File: src/rtl/rv_ctrl_pkg.sv
// Shared encodings and the per-state control word for the multi-cycle RISC-V control FSM.
package rv_ctrl_pkg;

   localparam logic [6:0] OP_LOAD   = 7'b0000011;
   localparam logic [6:0] OP_STORE  = 7'b0100011;
   localparam logic [6:0] OP_RTYPE  = 7'b0110011;
   localparam logic [6:0] OP_IMM    = 7'b0010011;
   localparam logic [6:0] OP_BRANCH = 7'b1100011;
   localparam logic [6:0] OP_JAL    = 7'b1101111;

   typedef enum logic [3:0] {
      S_IDLE      = 4'd0,
      S_FETCH     = 4'd1,
      S_DECODE    = 4'd2,
      S_MEM_ADDR  = 4'd3,
      S_MEM_READ  = 4'd4,
      S_MEM_WB    = 4'd5,
      S_MEM_WRITE = 4'd6,
      S_EXEC_R    = 4'd7,
      S_EXEC_I    = 4'd8,
      S_ALU_WB    = 4'd9,
      S_BRANCH    = 4'd10,
      S_JAL       = 4'd11,
      S_TRAP      = 4'd12
   } stateT;

   typedef enum logic [1:0] {ALU_ADD = 2'b00, ALU_SUB = 2'b01, ALU_RTYPE = 2'b10, ALU_ITYPE = 2'b11} aluOpT;
   typedef enum logic [1:0] {SRCB_REG = 2'b00, SRCB_FOUR = 2'b01, SRCB_IMM = 2'b10} srcBT;
   typedef enum logic [1:0] {WB_ALUOUT = 2'b00, WB_MDR = 2'b01, WB_PC = 2'b10} memToRegT;
   typedef enum logic [1:0] {PCSRC_ALU = 2'b00, PCSRC_ALUOUT = 2'b01} pcSourceT;
   typedef enum logic [1:0] {CAUSE_NONE = 2'b00, CAUSE_ILLEGAL = 2'b01, CAUSE_TIMEOUT = 2'b10} trapCauseT;

   typedef struct packed {
      logic     pcWrite;
      logic     pcWriteCond;
      pcSourceT pcSource;
      logic     irWrite;
      logic     iord;
      logic     memRead;
      logic     memWrite;
      memToRegT memToReg;
      logic     regWrite;
      logic     aluSrcA;
      srcBT     aluSrcB;
      aluOpT    aluOp;
      logic     retire;
      logic     trap;
   } ctrlT;

   function automatic logic isWaitState(stateT s);
      return (s == S_FETCH) || (s == S_MEM_READ) || (s == S_MEM_WRITE);
   endfunction

   // Moore control word. FETCH irWrite/pcWrite and MEM_WRITE retire are later gated by mem_ready.
   function automatic ctrlT ctrlFor(stateT s);
      ctrlT c = '0;
      case (s)
         S_FETCH: begin
            c.memRead = 1'b1;
            c.aluSrcB = SRCB_FOUR;
            c.irWrite = 1'b1;
            c.pcWrite = 1'b1;
         end
         S_DECODE:   c.aluSrcB = SRCB_IMM;
         S_MEM_ADDR: begin
            c.aluSrcA = 1'b1;
            c.aluSrcB = SRCB_IMM;
         end
         S_MEM_READ: begin
            c.memRead = 1'b1;
            c.iord    = 1'b1;
         end
         S_MEM_WB: begin
            c.regWrite = 1'b1;
            c.memToReg = WB_MDR;
            c.retire   = 1'b1;
         end
         S_MEM_WRITE: begin
            c.memWrite = 1'b1;
            c.iord     = 1'b1;
            c.retire   = 1'b1;
         end
         S_EXEC_R: begin
            c.aluSrcA = 1'b1;
            c.aluSrcB = SRCB_REG;
            c.aluOp   = ALU_RTYPE;
         end
         S_EXEC_I: begin
            c.aluSrcA = 1'b1;
            c.aluSrcB = SRCB_IMM;
            c.aluOp   = ALU_ITYPE;
         end
         S_ALU_WB: begin
            c.regWrite = 1'b1;
            c.memToReg = WB_ALUOUT;
            c.retire   = 1'b1;
         end
         S_BRANCH: begin
            c.aluSrcA     = 1'b1;
            c.aluSrcB     = SRCB_REG;
            c.aluOp       = ALU_SUB;
            c.pcWriteCond = 1'b1;
            c.pcSource    = PCSRC_ALUOUT;
            c.retire      = 1'b1;
         end
         S_JAL: begin
            c.pcWrite  = 1'b1;
            c.pcSource = PCSRC_ALUOUT;
            c.regWrite = 1'b1;
            c.memToReg = WB_PC;
            c.retire   = 1'b1;
         end
         S_TRAP:  c.trap = 1'b1;
         default: ;
      endcase
      return c;
   endfunction

endpackage

File: src/rtl/mc_wait_timer.sv
// Counts stalled cycles in a memory wait state; expired flags the configured limit (0 = never).
module mc_wait_timer #(
   parameter int MEM_TIMEOUT = 15
) (
   input  logic clk,
   input  logic rst_n,
   input  logic clear,
   input  logic countEn,
   output logic expired
);

   localparam int W = (MEM_TIMEOUT < 1) ? 1 : $clog2(MEM_TIMEOUT + 1);
   localparam logic [W-1:0] LIMIT = W'(MEM_TIMEOUT);

   logic [W-1:0] count;

   // Saturates at the limit so a disabled timer never wraps.
   always_ff @(posedge clk) begin
      if (!rst_n)                         count <= '0;
      else if (clear)                     count <= '0;
      else if (countEn && count != LIMIT) count <= count + W'(1);
   end

   assign expired = (MEM_TIMEOUT != 0) && (count == LIMIT);

endmodule

File: src/rtl/multicycle_control.sv
// Multi-cycle RISC-V control FSM: sequences fetch/decode/execute/memory/writeback and traps.
module multicycle_control
   import rv_ctrl_pkg::*;
#(
   parameter int MEM_TIMEOUT = 15,
   parameter bit ENABLE_IMM  = 1'b1
) (
   input  logic       clk,
   input  logic       rst_n,
   input  logic [6:0] opcode,
   input  logic       mem_ready,
   output logic       pc_write,
   output logic       pc_write_cond,
   output logic [1:0] pc_source,
   output logic       ir_write,
   output logic       iord,
   output logic       mem_read,
   output logic       mem_write,
   output logic [1:0] mem_to_reg,
   output logic       reg_write,
   output logic       alu_src_a,
   output logic [1:0] alu_src_b,
   output logic [1:0] alu_op,
   output logic       retire,
   output logic       trap,
   output logic [1:0] trap_cause,
   output logic [3:0] state_o
);

   stateT     stateQ, stateNext;
   trapCauseT causeQ, causeNext;
   ctrlT      ctrlQ;
   logic      expired;
   logic      illegal;

   mc_wait_timer #(.MEM_TIMEOUT(MEM_TIMEOUT)) uTimer (
      .clk     (clk),
      .rst_n   (rst_n),
      .clear   (stateNext != stateQ),
      .countEn (isWaitState(stateQ) && !mem_ready),
      .expired (expired)
   );

   // NOTE: every variable gets a default before the case so no path leaves it unassigned (no latch).
   always_comb begin
      stateNext = stateQ;
      causeNext = causeQ;
      illegal   = 1'b0;
      case (stateQ)
         S_IDLE:   stateNext = S_FETCH;
         S_FETCH, S_MEM_READ, S_MEM_WRITE: begin
            if (mem_ready) begin
               case (stateQ)
                  S_FETCH:    stateNext = S_DECODE;
                  S_MEM_READ: stateNext = S_MEM_WB;
                  default:    stateNext = S_FETCH;
               endcase
            end else if (expired) begin
               stateNext = S_TRAP;
               causeNext = CAUSE_TIMEOUT;
            end
         end
         S_DECODE: begin
            case (opcode)
               OP_LOAD, OP_STORE: stateNext = S_MEM_ADDR;
               OP_RTYPE:          stateNext = S_EXEC_R;
               OP_BRANCH:         stateNext = S_BRANCH;
               OP_IMM:            if (ENABLE_IMM) stateNext = S_EXEC_I; else illegal = 1'b1;
               OP_JAL:            if (ENABLE_IMM) stateNext = S_JAL;    else illegal = 1'b1;
               default:           illegal = 1'b1;
            endcase
            if (illegal) begin
               stateNext = S_TRAP;
               causeNext = CAUSE_ILLEGAL;
            end
         end
         S_MEM_ADDR: stateNext = (opcode == OP_LOAD) ? S_MEM_READ : S_MEM_WRITE;
         S_EXEC_R, S_EXEC_I: stateNext = S_ALU_WB;
         S_MEM_WB, S_ALU_WB, S_BRANCH, S_JAL: stateNext = S_FETCH;
         S_TRAP:   stateNext = S_TRAP;
         default:  stateNext = S_IDLE;
      endcase
   end

   // NOTE: sequential state uses non-blocking assignments; the control word is registered from
   // the next state so it lines up with the state it describes.
   always_ff @(posedge clk) begin
      if (!rst_n) begin
         stateQ <= S_IDLE;
         causeQ <= CAUSE_NONE;
         ctrlQ  <= '0;
      end else begin
         stateQ <= stateNext;
         causeQ <= causeNext;
         ctrlQ  <= ctrlFor(stateNext);
      end
   end

   // irWrite marks FETCH and memWrite marks MEM_WRITE: those strobes complete only with mem_ready.
   assign ir_write      = ctrlQ.irWrite & mem_ready;
   assign pc_write      = ctrlQ.pcWrite & (~ctrlQ.irWrite | mem_ready);
   assign retire        = ctrlQ.retire & (~ctrlQ.memWrite | mem_ready);
   assign pc_write_cond = ctrlQ.pcWriteCond;
   assign pc_source     = ctrlQ.pcSource;
   assign iord          = ctrlQ.iord;
   assign mem_read      = ctrlQ.memRead;
   assign mem_write     = ctrlQ.memWrite;
   assign mem_to_reg    = ctrlQ.memToReg;
   assign reg_write     = ctrlQ.regWrite;
   assign alu_src_a     = ctrlQ.aluSrcA;
   assign alu_src_b     = ctrlQ.aluSrcB;
   assign alu_op        = ctrlQ.aluOp;
   assign trap          = ctrlQ.trap;
   assign trap_cause    = causeQ;
   assign state_o       = stateQ;

endmodule

File: config.mk
export PLATFORM = sky130hd
export DESIGN_NAME = multicycle_control
export DESIGN_NICKNAME = d
export VERILOG_FILES = /design/src/rtl/rv_ctrl_pkg.sv /design/src/rtl/mc_wait_timer.sv /design/src/rtl/multicycle_control.sv
export SDC_FILE = /design/constraint.sdc
export NUM_CORES = 1
export LEC_CHECK = 0
export ABC_CLOCK_PERIOD_IN_PS = 3150
export CORE_MARGIN = 3
export CORE_UTILIZATION = 49
export CTS_CLUSTER_SIZE = 28
export DETAILED_ROUTE_END_ITERATION = 6
export PLACE_DENSITY = 0.87
export SYNTH_ARGS = -nofsm -noshare
export SYNTH_HDL_FRONTEND = slang
export SYNTH_SLANG_ARGS = --single-unit
File: constraint.sdc
create_clock -name clk -period 3.15 [get_ports clk]
set_input_delay 0.7875 -clock clk [delete_from_list [all_inputs] [get_ports clk]]
set_output_delay 0.7875 -clock clk [all_outputs]
set_load 0.02 [all_outputs]
# Word level (Yosys, flattened, before mapping)

Index checks and enable logic that the tools add are counted.

Flip-flop bits (word level): 28
Latch bits: 0
Memory bits (writable): 0
Memory bits (read-only): 0
Bits of input ports: 10
Output and inout bits: 24
Memories: 0

$add $sub $neg: 1
Multipliers: 0
Div/mod/pow operators: 0
Order comparisons: 0
Equal/unequal tests: 36
Shift-type cells: 0
Multiplexer cells: 26
Bitwise logic cells: 8
Reductions and logical operators: 21

Operator list:

| cell                  | count |
|---|---|
| $eq A4 B4 Y1 const B  | 11 |
| $eq A4 B3 Y1 const B  | 8 |
| $pmux W4 S6           | 1 |
| $pmux W4 S5           | 1 |
| $eq A4 B2 Y1 const B  | 4 |
| $eq A7 B6 Y1 const B  | 2 |
| $eq A7 B7 Y1 const B  | 2 |
| $reduce_or A2 Y1      | 7 |
| $mux W1               | 12 |
| $mux W4               | 3 |
| $reduce_or A5 Y1      | 2 |
| $pmux W3 S3           | 1 |
| $eq A4 B1 Y1 const B  | 2 |
| $mux W2               | 4 |
| $pmux W2 S2           | 2 |
| $eq A7 B2 Y1 const B  | 1 |
| $eq A7 B5 Y1 const B  | 1 |
| $ne A2 B2 Y1 const B  | 3 |
| $pmux W2 S3           | 1 |
| $pmux W3 S2           | 1 |
| $reduce_or A3 Y1      | 2 |
| $reduce_or A6 Y1      | 1 |
| $add A4 B1 Y4 const B | 1 |
| $logic_not A4 Y1      | 1 |
| other kinds (11)      | 18 |

# Logic depth before layout (Yosys ltp)

Gate-level depths: netlist (run 1).

Word-level depth: 9
Mapped depth: 8
Mapped depth without buffers: 7

# Hierarchy

Synthesis (run 1) repeated with hierarchy kept, for this count alone.

Cells, all modules: 172
Area, all modules: 1446.4 um^2

By module, submodules not included:

| module             | times used | cells each | area an instance (um^2) |
|---|---|---|---|
| multicycle_control | 1          | 150        | 1248.7 |
| mc_wait_timer      | 1          | 22         | 197.7 |

# Worst setup path after synthesis (run 1)

Ideal clock, no wire load.

Kind: input to register
Start point: input mem_ready
End point: register ctrlQ (netlist bit alu_op[1])
Data arrival time: 2.372 ns
Data required time: 3.080 ns
Path slack: 0.708 ns
Stages on the path: 8
Cells stage by stage: buf_2 > o21bai_1 > a22oi_1 > a31o_1 > or2_2 > clkbuf_1 > or4b_1 > a21boi_1

Longest elaborated chain between the ends: 4

RTL lines:

| item                                         | line                     | source |
|---|---|---|
| start, declared                              | multicycle_control.sv:11 | `input logic mem_ready,` |
| $mux W4 *                                    | multicycle_control.sv:52 | `if (mem_ready) begin` |
| $pmux W4 S6 *                                | multicycle_control.sv:49 | `case (stateQ)` |
| $eq A4 B4 Y1 or $eq A4 B3 Y1 (tied branches) | rv_ctrl_pkg.sv:57        | `case (s)` |
| $pmux W2 S3 *                                | rv_ctrl_pkg.sv:57        |  |
| end signal, assigned                         | multicycle_control.sv:95 | `ctrlQ <= ctrlFor(stateNext);` |
| end, declared                                | multicycle_control.sv:32 | `ctrlT ctrlQ;` |

Mark *: on every way between the ends. The rest lies on a longest branch, timed or not.
A chain may end at the register's enable or synchronous reset.

# Final worst setup path (run 1)

Start point: input mem_ready
End point: output retire

Longest elaborated chain between the ends: 2

RTL lines:

| item          | line                      | source |
|---|---|---|
| $or A1 B1 Y1  | multicycle_control.sv:102 | `assign retire = ctrlQ.retire & (~ctrlQ.memWrite \| mem_ready);` |
| $and A1 B1 Y1 | multicycle_control.sv:102 |  |
| end, declared | multicycle_control.sv:24  | `output logic retire,` |

No other way between the ends.

==> metrics.cfg, run 1 <==
[clock_tree]
ctsRootBufferMaster = clkbuf_4
clk_pin_slew_ns = 0.13
hold_buffers = 0
post_cts_resized = 0
cts_tree = yes
cts_buffers = 3
clock_sinks = 27
cts_setup_buffers = 0
clk_latency_ns = 0.32
clk_path_buf_depth = 2
htree_levels = 1

[routing]
drtPass1Iterations = 4
wire_per_inst_um = 15.1
drt_iter0_drc = 62
drcViolationCount = 0
final_antenna_net_count = 0
viasPerCell = 5.88
dr_total_vias = 1329
wl_um = 3400

[timing]
maxSlewViolCount = 0
rsz0062_at_grt = no
tightest_slew_ns = 0.554
fin_worst_skew_ns = 0.00668
period_minus_slack_ns = 2.95
hold_viol = 0
fin_setup_tns_ns = 0
max-slew-margin-rel = 0.628
fin_crit_sh = 0.937
max_freq_ghz = 0.339
finalSetupViolations = 0

[setup_path]
crit_path_cell_trace = clkdlybuf4s50_1, inv_1, a21boi_0, clkdlybuf4s50_1
path_max_fanout = 3
crit_family = buffers and inverters
crit_buf_inv = 3
critPathRequiredTime_ns = 2.36
end_kind = primary output
cpPeakStageDelay_ns = 0.62
critPathSlowestCell = clkdlybuf4s50_1
cp_common_cell = clkdlybuf4s50_1
worstSetupStartpointType = input port
crit_start = mem_ready
critPathArrivalTime_ns = 2.16
critPathKind = input port to primary output
worstReg2RegStart = state_o[0]$_SDFF_PN0_

[synth]
yosys.cell_count.top_type = dfxtp_1
synthesis.nets = 184
ys.warnings.count = 0
synth.largest_area_cell = dfxtp_1
syn_inst = 173
async_flop_share = 0
synth-seq-area-share = 0.370
synth-edff-count = 0
synth.cell_area_um2 = 1460
netlist_top_cells_count = dfxtp_1 (27), nand2_1 (13), nor2_1 (13), nand3_1 (9), buf_4 (8)
synth_ff_type = dfxtp_1
synth_top_area_frac = 0.370
synth_seq_cells = 27
synth_cell_types = 49
syn_avg_cell_area_um2 = 8.45
yosys-top-cells-area = dfxtp_1 (37%), buf_4 (4.1%), nand2_1 (3.3%)

[power_and_ir_drop]
p_sw_frac = 0.325
switching_power_w = 0.000257
seqPwrFrac = 0.497
intPower_w = 0.000535
p_leak_nw = 0.642
clkPwrFrac = 0.178
p_comb_frac = 0.324
power_density_nw_per_um2 = 447
irDropWorstVdd_mv = 0.363

[floorplan]
pin_count = 34
rows = 19
core_area_um2 = 2810
die_h_um = 60.6
initial_core_util = 0.521
die-area_um2 = 3670
die_w_um = 60.6

[place]
dp_cells = 222
gp_congestion = 0.896
dpl-instance-area_um2 = 1750
dpl.hpwl_um = 2590
portBuffers = 32

[final_layout]
final_cells = 226
diodes = 0
stdcell_area_um2 = 1770
final_nets = 207
synthToLayoutAreaGrowth_pct = 21.3
drive_above_1_share = 0.0769

[global_route]
grt_pass1_vias = 1261
overflow = 0
grt_pass1_wl_um = 5440
antenna_found_initial = 0
grt_start_max_net_pins = 17
gr-usage-all-layers = 0.195

[min_path]
hold_start = trap_cause[0]$_SDFFE_PN0P_
min_path_type = flip-flop to flip-flop

[outcome]
status = completed

[job]
maxCapViolations = 0

## metrics by stage
stage	hold slack [ns]	setup WS [ns]	total power (W)	util
after global routing	0.582	0.134	0.000838	0.632
after detailed placement	0.528	0.135	0.000658	0.622
final	0.540	0.198	0.000792	0.632
after floorplan	0.542	0.708	0.000572	-
after global placement	0.486	0.214	0.000648	0.622
after CTS	0.550	0.188	0.000797	0.632
## power by group through the flow
stage	Sequential, W	Clock (W)	Combinational (W)
5_1_grt	0.000398	0.000158	0.000282
4_1_cts	0.000394	0.000145	0.000257
3_3_place_gp	0.000399	0	0.000249
2_1_floorplan	0.000401	0	0.000171
3_5_place_dp	0.000402	0	0.000256
6_report	0.000394	0.000141	0.000257
## worst paths after layout
kind	end	slack, ns	cells past startpoint
setup / recovery	retire	0.20	4
hold / removal	trap_cause[0]$_SDFFE_PN0P_	0.54	2
hold reg to reg	trap_cause[0]$_SDFFE_PN0P_	0.54	2
setup reg to reg	alu_op[1]$_SDFF_PN0_	0.63	5
## layout by cell type, fill, tap and decap left out, drive strengths merged, types with 3 or more instances in the layout
master         count
clkdlybuf4s50     32
dfxtp             27
nor2              13
nand2             13
nand3              9
and2               7
nor3               7
nand2b             6
o21ai              6
a21oi              5
nor4b              5
a21boi             5
and3               4
or3                4
xnor2              4
buf                4
inv                3
a211oi             3
nor2b              3
clkbuf             3
or2                3
## layout make-up
cell class                 count  area [um2]
fill                         254        1030
tap                           31        38.8
clock buffer                   3        22.5
multi-input combinational    125         805
inverter                       3        11.3
sequential                    27         541
clock inverter                 1        5.00
timing repair buffer          36         350
## tightest hold or removal path, stage by stage (launching register included)
cell and delay (ns):
dfxtp_1 0.33, nor2_1 0.11, nor3b_1 0.06
## kinds of logic after synthesis
group,Yosys count,share of synthesized area
AOI/OAI and AO/OA,34,0.175
adders and majority gates,1,0.00856
buffers and inverters,21,0.0796
DFF,27,0.370
other,1,0.00257
xor gates and xnor gates,4,0.0240
and+or+nand+nor,82,0.319
muxes,3,0.0214
## routing by layer
metal | track usage | share of wire | vias to the layer above
met4 | 0.0743 | 0.015 | 0
met3 | 0.0447 | 0.070 | 4
met5 | 0 | 0 | -
met1 | 0.239 | 0.41 | 623
met2 | 0.331 | 0.50 | 51
li1 | - | - | 651
(Power assumes the default switching activity.)
==> run 2, diff against run 1 <==
--- a/config.mk
+++ b/config.mk
@@ -6,6 +6,7 @@
 export NUM_CORES = 1
 export LEC_CHECK = 0
 export ABC_CLOCK_PERIOD_IN_PS = 3150
+export CORE_ASPECT_RATIO = 1.2
 export CORE_MARGIN = 3
 export CORE_UTILIZATION = 49
 export CTS_CLUSTER_SIZE = 28
==> metrics.cfg, run 2 (synthesis results as in run 1) <==
[outcome]
status = completed

[clock_tree]
htree_levels = 1  ; unchanged
clock_sinks = 27  ; unchanged
ctsRootBufferMaster = clkbuf_4
clk_pin_slew_ns = 0.14  ; about the same
clk_path_buf_depth = 2  ; unchanged
clk_latency_ns = 0.34  ; +0.02 ns
cts_tree = yes
cts_buffers = 3  ; unchanged
hold_buffers = 0  ; unchanged
post_cts_resized = 0  ; unchanged
cts_setup_buffers = 0  ; unchanged

[final_layout]
drive_above_1_share = 0.0816  ; +0.00471
final_common_cell = clkdlybuf4s50_1
fill_cells = 241  ; -5.1%
final_nets = 208  ; +0.48%
final_cell_mix = clkdlybuf4s50_1 (32), dfxtp_1 (27), nor2_1 (13), nand2_1 (13), nand3_1 (9)
synthToLayoutAreaGrowth_pct = 22.3
stdcell_area_um2 = 1790  ; +0.78%
diodes = 0  ; unchanged
final_cells = 230  ; +1.8%

[floorplan]
die-area_um2 = 3680  ; about the same
die_w_um = 55.9  ; -7.8%
core_area_um2 = 2810  ; +0.22%
pin_count = 34  ; unchanged
die_h_um = 65.8  ; +8.6%
rows = 21  ; +2
initial_core_util = 0.520  ; -0.00116

[routing]
drtPass1Iterations = 4  ; unchanged
wl_um = 3270  ; -3.9%
final_antenna_net_count = 0  ; unchanged
wire_per_inst_um = 14.2  ; -5.6%
drt_iter0_drc = 55  ; -11%
dr_total_vias = 1308  ; -1.6%
drcViolationCount = 0  ; unchanged
viasPerCell = 5.69  ; -3.3%

[timing]
finalSetupViolations = 0  ; unchanged
fin_worst_skew_ns = 0.0128  ; +0.00616 ns
rsz0062_at_grt = no
hold_viol = 0  ; unchanged
tightest_slew_ns = 0.530  ; -0.0243 ns
fin_setup_tns_ns = 0  ; unchanged
max-slew-margin-rel = 0.644  ; +0.0163
period_minus_slack_ns = 2.99  ; +0.0348 ns
holdWs_ns = 0.538  ; -0.00198 ns
fin_crit_sh = 0.948  ; +0.0110
maxSlewViolCount = 0  ; unchanged
max_freq_ghz = 0.335  ; -1.2%

[power_and_ir_drop]
p_leak_nw = 0.642  ; about the same
power_density_nw_per_um2 = 452  ; +1.3%
irDropWorstVdd_mv = 0.291  ; -20%

[job]
maxCapViolations = 0  ; unchanged

[place]
gp_congestion = 0.830  ; -7.4%
dpl-instance-area_um2 = 1760  ; +0.65%
dp_cells = 226  ; +1.8%
dpl.hpwl_um = 2560  ; -1.3%
portBuffers = 32  ; unchanged

[setup_path]
worstSetupStartpointType = input port
critPathRequiredTime_ns = 2.36  ; about the same
critPathKind = input port to primary output
end_kind = primary output
path_max_fanout = 3  ; unchanged
critPathArrivalTime_ns = 2.20  ; +0.04 ns

[global_route]
grt_pass1_vias = 1211  ; -4.0%
grt_pass1_wl_um = 5620  ; +3.3%
grt_start_max_net_pins = 17  ; unchanged
overflow = 0  ; unchanged
gr-usage-all-layers = 0.193  ; -0.00156
antenna_found_initial = 0  ; unchanged

[min_path]
min_path_type = flip-flop to flip-flop

==> run 2: layer usage <==
layer  vias to the layer above  global-route usage  wire (um)  share of wire
met1                       611               0.228       1320           0.40
met3                         7              0.0449        187          0.057
met4                         0               0.104         86          0.026
li1                        651                   -          -              -
met5                         -                   0          0              0
met2                        39               0.327       1680           0.51
==> run 2: critical path: stages <==
cell	delay [ns]
clkdlybuf4s50_1	0.50
inv_1	0.09
a21boi_0	0.19
clkdlybuf4s50_1	0.63
==> run 2: final cells by class <==
type / count / area (um2) / area share
tap: 34 / 42.5 / 0.0238
clock inverter: 1 / 7.51 / 0.00420
inverter: 3 / 11.3 / 0.00630
clock buffer: 3 / 22.5 / 0.0126
timing repair buffer: 37 / 358 / 0.200
multi-input combinational: 125 / 805 / 0.450
sequential: 27 / 541 / 0.303
==> run 2: final timing paths <==
| check | depth (start not counted) | to | slack (ns) | start |
|---|---|---|---|---|
| setup / recovery | 4 | retire | 0.16 | mem_ready |
| hold reg to reg | 2 | trap_cause[0]$_SDFFE_PN0P_ | 0.54 | trap_cause[0]$_SDFFE_PN0P_ |
| hold / removal | 2 | trap_cause[0]$_SDFFE_PN0P_ | 0.54 | trap_cause[0]$_SDFFE_PN0P_ |
| setup reg to reg | 6 | alu_op[1]$_SDFF_PN0_ | 0.55 | state_o[0]$_SDFF_PN0_ |
==> run 2: stage by stage <==
stage,power (W),utilization,setup WS (ns)
2_1_floorplan,0.000572,-,0.708
3_3_place_gp,0.000650,0.625,0.203
3_5_place_dp,0.000658,0.625,0.111
4_1_cts,0.000811,0.636,0.145
5_1_grt,0.000851,0.636,0.0749
6_report,0.000808,0.636,0.163
==> run 2: report_power, final <==
group | internal, W | switching, W | total, W
logic | 0.000122 | 0.000136 | 0.000258
registers | 0.000367 | 0.0000264 | 0.000394
clock network | 0.0000488 | 0.000108 | 0.000157
==> run 3, diff against run 2 <==
--- a/config.mk
+++ b/config.mk
@@ -6,12 +6,14 @@
 export NUM_CORES = 1
 export LEC_CHECK = 0
 export ABC_CLOCK_PERIOD_IN_PS = 3150
+export CAP_MARGIN = 0
 export CORE_ASPECT_RATIO = 1.2
 export CORE_MARGIN = 3
 export CORE_UTILIZATION = 49
 export CTS_CLUSTER_SIZE = 28
 export DETAILED_ROUTE_END_ITERATION = 6
 export PLACE_DENSITY = 0.87
+export SETUP_SLACK_MARGIN = 0.15
 export SYNTH_ARGS = -nofsm -noshare
 export SYNTH_HDL_FRONTEND = slang
 export SYNTH_SLANG_ARGS = --single-unit
==> metrics.cfg, run 3 (synthesis results as in run 1) <==
[setup_path]
end_kind = primary output
cp_common_cell = clkdlybuf4s50_1
critPathArrivalTime_ns = 2.02  ; -0.18 ns
path_max_fanout = 3  ; unchanged
worstSetupStartpointType = input port
ff2ff_path_depth = 6  ; unchanged
worstReg2RegStart = state_o[0]$_SDFF_PN0_
cpPeakStageDelay_ns = 0.59  ; -0.04 ns
reg2reg_slack_ns = 0.55  ; about the same
crit_buf_inv = 2  ; -1
crit_family = buffers and inverters
crit_path_cell_trace = clkdlybuf4s50_1, and2_1, clkdlybuf4s50_1
critPathRequiredTime_ns = 2.36  ; about the same
r2r-end = alu_op[1]$_SDFF_PN0_
critPathKind = input port to primary output
critPathSlowestCell = clkdlybuf4s50_1

[place]
portBuffers = 32  ; unchanged
dpl.hpwl_um = 2560  ; unchanged
gp_congestion = 0.830  ; unchanged
place_ws_ns = 0.111  ; unchanged

[clock_tree]
clk_latency_ns = 0.34  ; about the same
cts_setup_buffers = 0  ; unchanged
ctsRootBufferMaster = clkbuf_4
clock_sinks = 27  ; unchanged
clk_path_buf_depth = 2  ; unchanged
cts_tree = yes
htree_levels = 1  ; unchanged
clk_pin_slew_ns = 0.14  ; about the same
cts_buffers = 3  ; unchanged
hold_buffers = 0  ; unchanged

[min_path]
min_path_type = flip-flop to flip-flop
whs_endpoint = trap_cause[0]$_SDFFE_PN0P_
hold_start = trap_cause[0]$_SDFFE_PN0P_
holdPathStages = 2  ; unchanged

[global_route]
grt_pass1_wl_um = 5620  ; unchanged
overflow = 0  ; unchanged
grt_pass1_vias = 1211  ; unchanged
grt_start_max_net_pins = 17  ; unchanged
antenna_found_initial = 0  ; unchanged
gr-usage-all-layers = 0.193  ; unchanged

[final_layout]
final_common_cell = clkdlybuf4s50_1
fill_cells = 241  ; unchanged
drive_above_1_share = 0.0816  ; unchanged
synthToLayoutAreaGrowth_pct = 22.3  ; about the same
final_cell_mix = clkdlybuf4s50_1 (30), dfxtp_1 (27), nor2_1 (13), nand2_1 (13), nand3_1 (9)
diodes = 0  ; unchanged
final_nets = 208  ; unchanged

[power_and_ir_drop]
power_density_nw_per_um2 = 451  ; -0.29%
irDropWorstVdd_mv = 0.291  ; -0.23%
p_leak_nw = 0.661  ; +3.0%

[timing]
fin_worst_skew_ns = 0.0129  ; +0.0000278 ns
finalSetupViolations = 0  ; unchanged
hold_viol = 0  ; unchanged
holdWs_ns = 0.538  ; -0.0000280 ns
fin_setup_tns_ns = 0  ; unchanged
max-slew-margin-rel = 0.644  ; unchanged
fin_crit_sh = 0.890  ; -0.0584
period_minus_slack_ns = 2.80  ; -0.184 ns
finalWorstSetupSlack_ns = 0.347  ; +0.184 ns
max_freq_ghz = 0.357  ; +6.6%
tightest_slew_ns = 0.530  ; unchanged
rsz0062_at_grt = no
maxSlewViolCount = 0  ; unchanged

[floorplan]
pin_count = 34  ; unchanged
rows = 21  ; unchanged
initial_core_util = 0.520  ; unchanged
die-area_um2 = 3680  ; unchanged
core_area_um2 = 2810  ; unchanged
die_w_um = 55.9  ; unchanged
die_h_um = 65.8  ; unchanged

[routing]
drt_iter0_drc = 55  ; unchanged
wire_per_inst_um = 14.2  ; +0.12%
drcViolationCount = 0  ; unchanged
viasPerCell = 5.69  ; about the same
wl_um = 3280  ; +0.12%
drtPass1Iterations = 4  ; unchanged
final_antenna_net_count = 0  ; unchanged
dr_total_vias = 1309  ; +0.076%

[job]
maxCapViolations = 0  ; unchanged

[outcome]
status = completed

## run 3: power by group
part	leakage (nW)	switching (W)	total (W)	internal, W
Clock	0.0139	0.000108	0.000157	0.0000488
Combinational	0.428	0.000136	0.000256	0.000120
Sequential	0.219	0.0000265	0.000394	0.000367
## run 3: worst register-to-register path, stage by stage (launching register included)
cell,delay [ns]
dfxtp_1,0.63
or3b_4,0.46
a2111oi_4,0.53
nor3_2,0.12
buf_4,0.17
or4b_1,0.51
a21boi_1,0.13
## run 3: timing repair
action / CTS / global route
gates resized for setup: 1 / 1
setup endpoints to repair: 1 / 1
cloned: 0 / 0
## run 3: final cells by class
cell class | instances | area [um2] | area share
Inverter | 3 | 11.3 | 0.00630
Tap cell | 34 | 42.5 | 0.0238
Clock buffer | 3 | 22.5 | 0.0126
Sequential cell | 27 | 541 | 0.302
Multi-Input combinational cell | 125 | 805 | 0.450
Timing Repair Buffer | 37 | 359 | 0.201
Clock inverter | 1 | 7.51 | 0.00420
## run 3: how the worst max path moves through the flow
stage	start	end	cells past startpoint
2_1_floorplan	mem_ready	alu_op[1]$_SDFF_PN0_	8
3_3_place_gp	opcode[3]	ctrlQ[1]$_SDFF_PN0_	6
3_5_place_dp	opcode[3]	ctrlQ[1]$_SDFF_PN0_	6
4_1_cts	mem_ready	pc_write	4
5_1_grt	opcode[2]	uTimer.count[3]$_SDFFE_PP0P_	7
6_report	mem_ready	ir_write	3
## run 3: layer usage
metal,GRT usage,up-vias,routed length (um)
met5,0,-,0
met4,0.104,0,86
met3,0.0449,7,187
met1,0.228,609,1330
li1,-,651,-
met2,0.327,42,1680
## run 3: metrics by stage
stage	cell area (um2)	utilization	power (W)	cells
floorplan	1460	-	0.000572	173
global placement	1760	0.625	0.000650	226
detailed placement	1760	0.625	0.000658	226
CTS	1790	0.635	0.000810	230
global route	1790	0.636	0.000850	230
finish	1790	0.636	0.000807	230
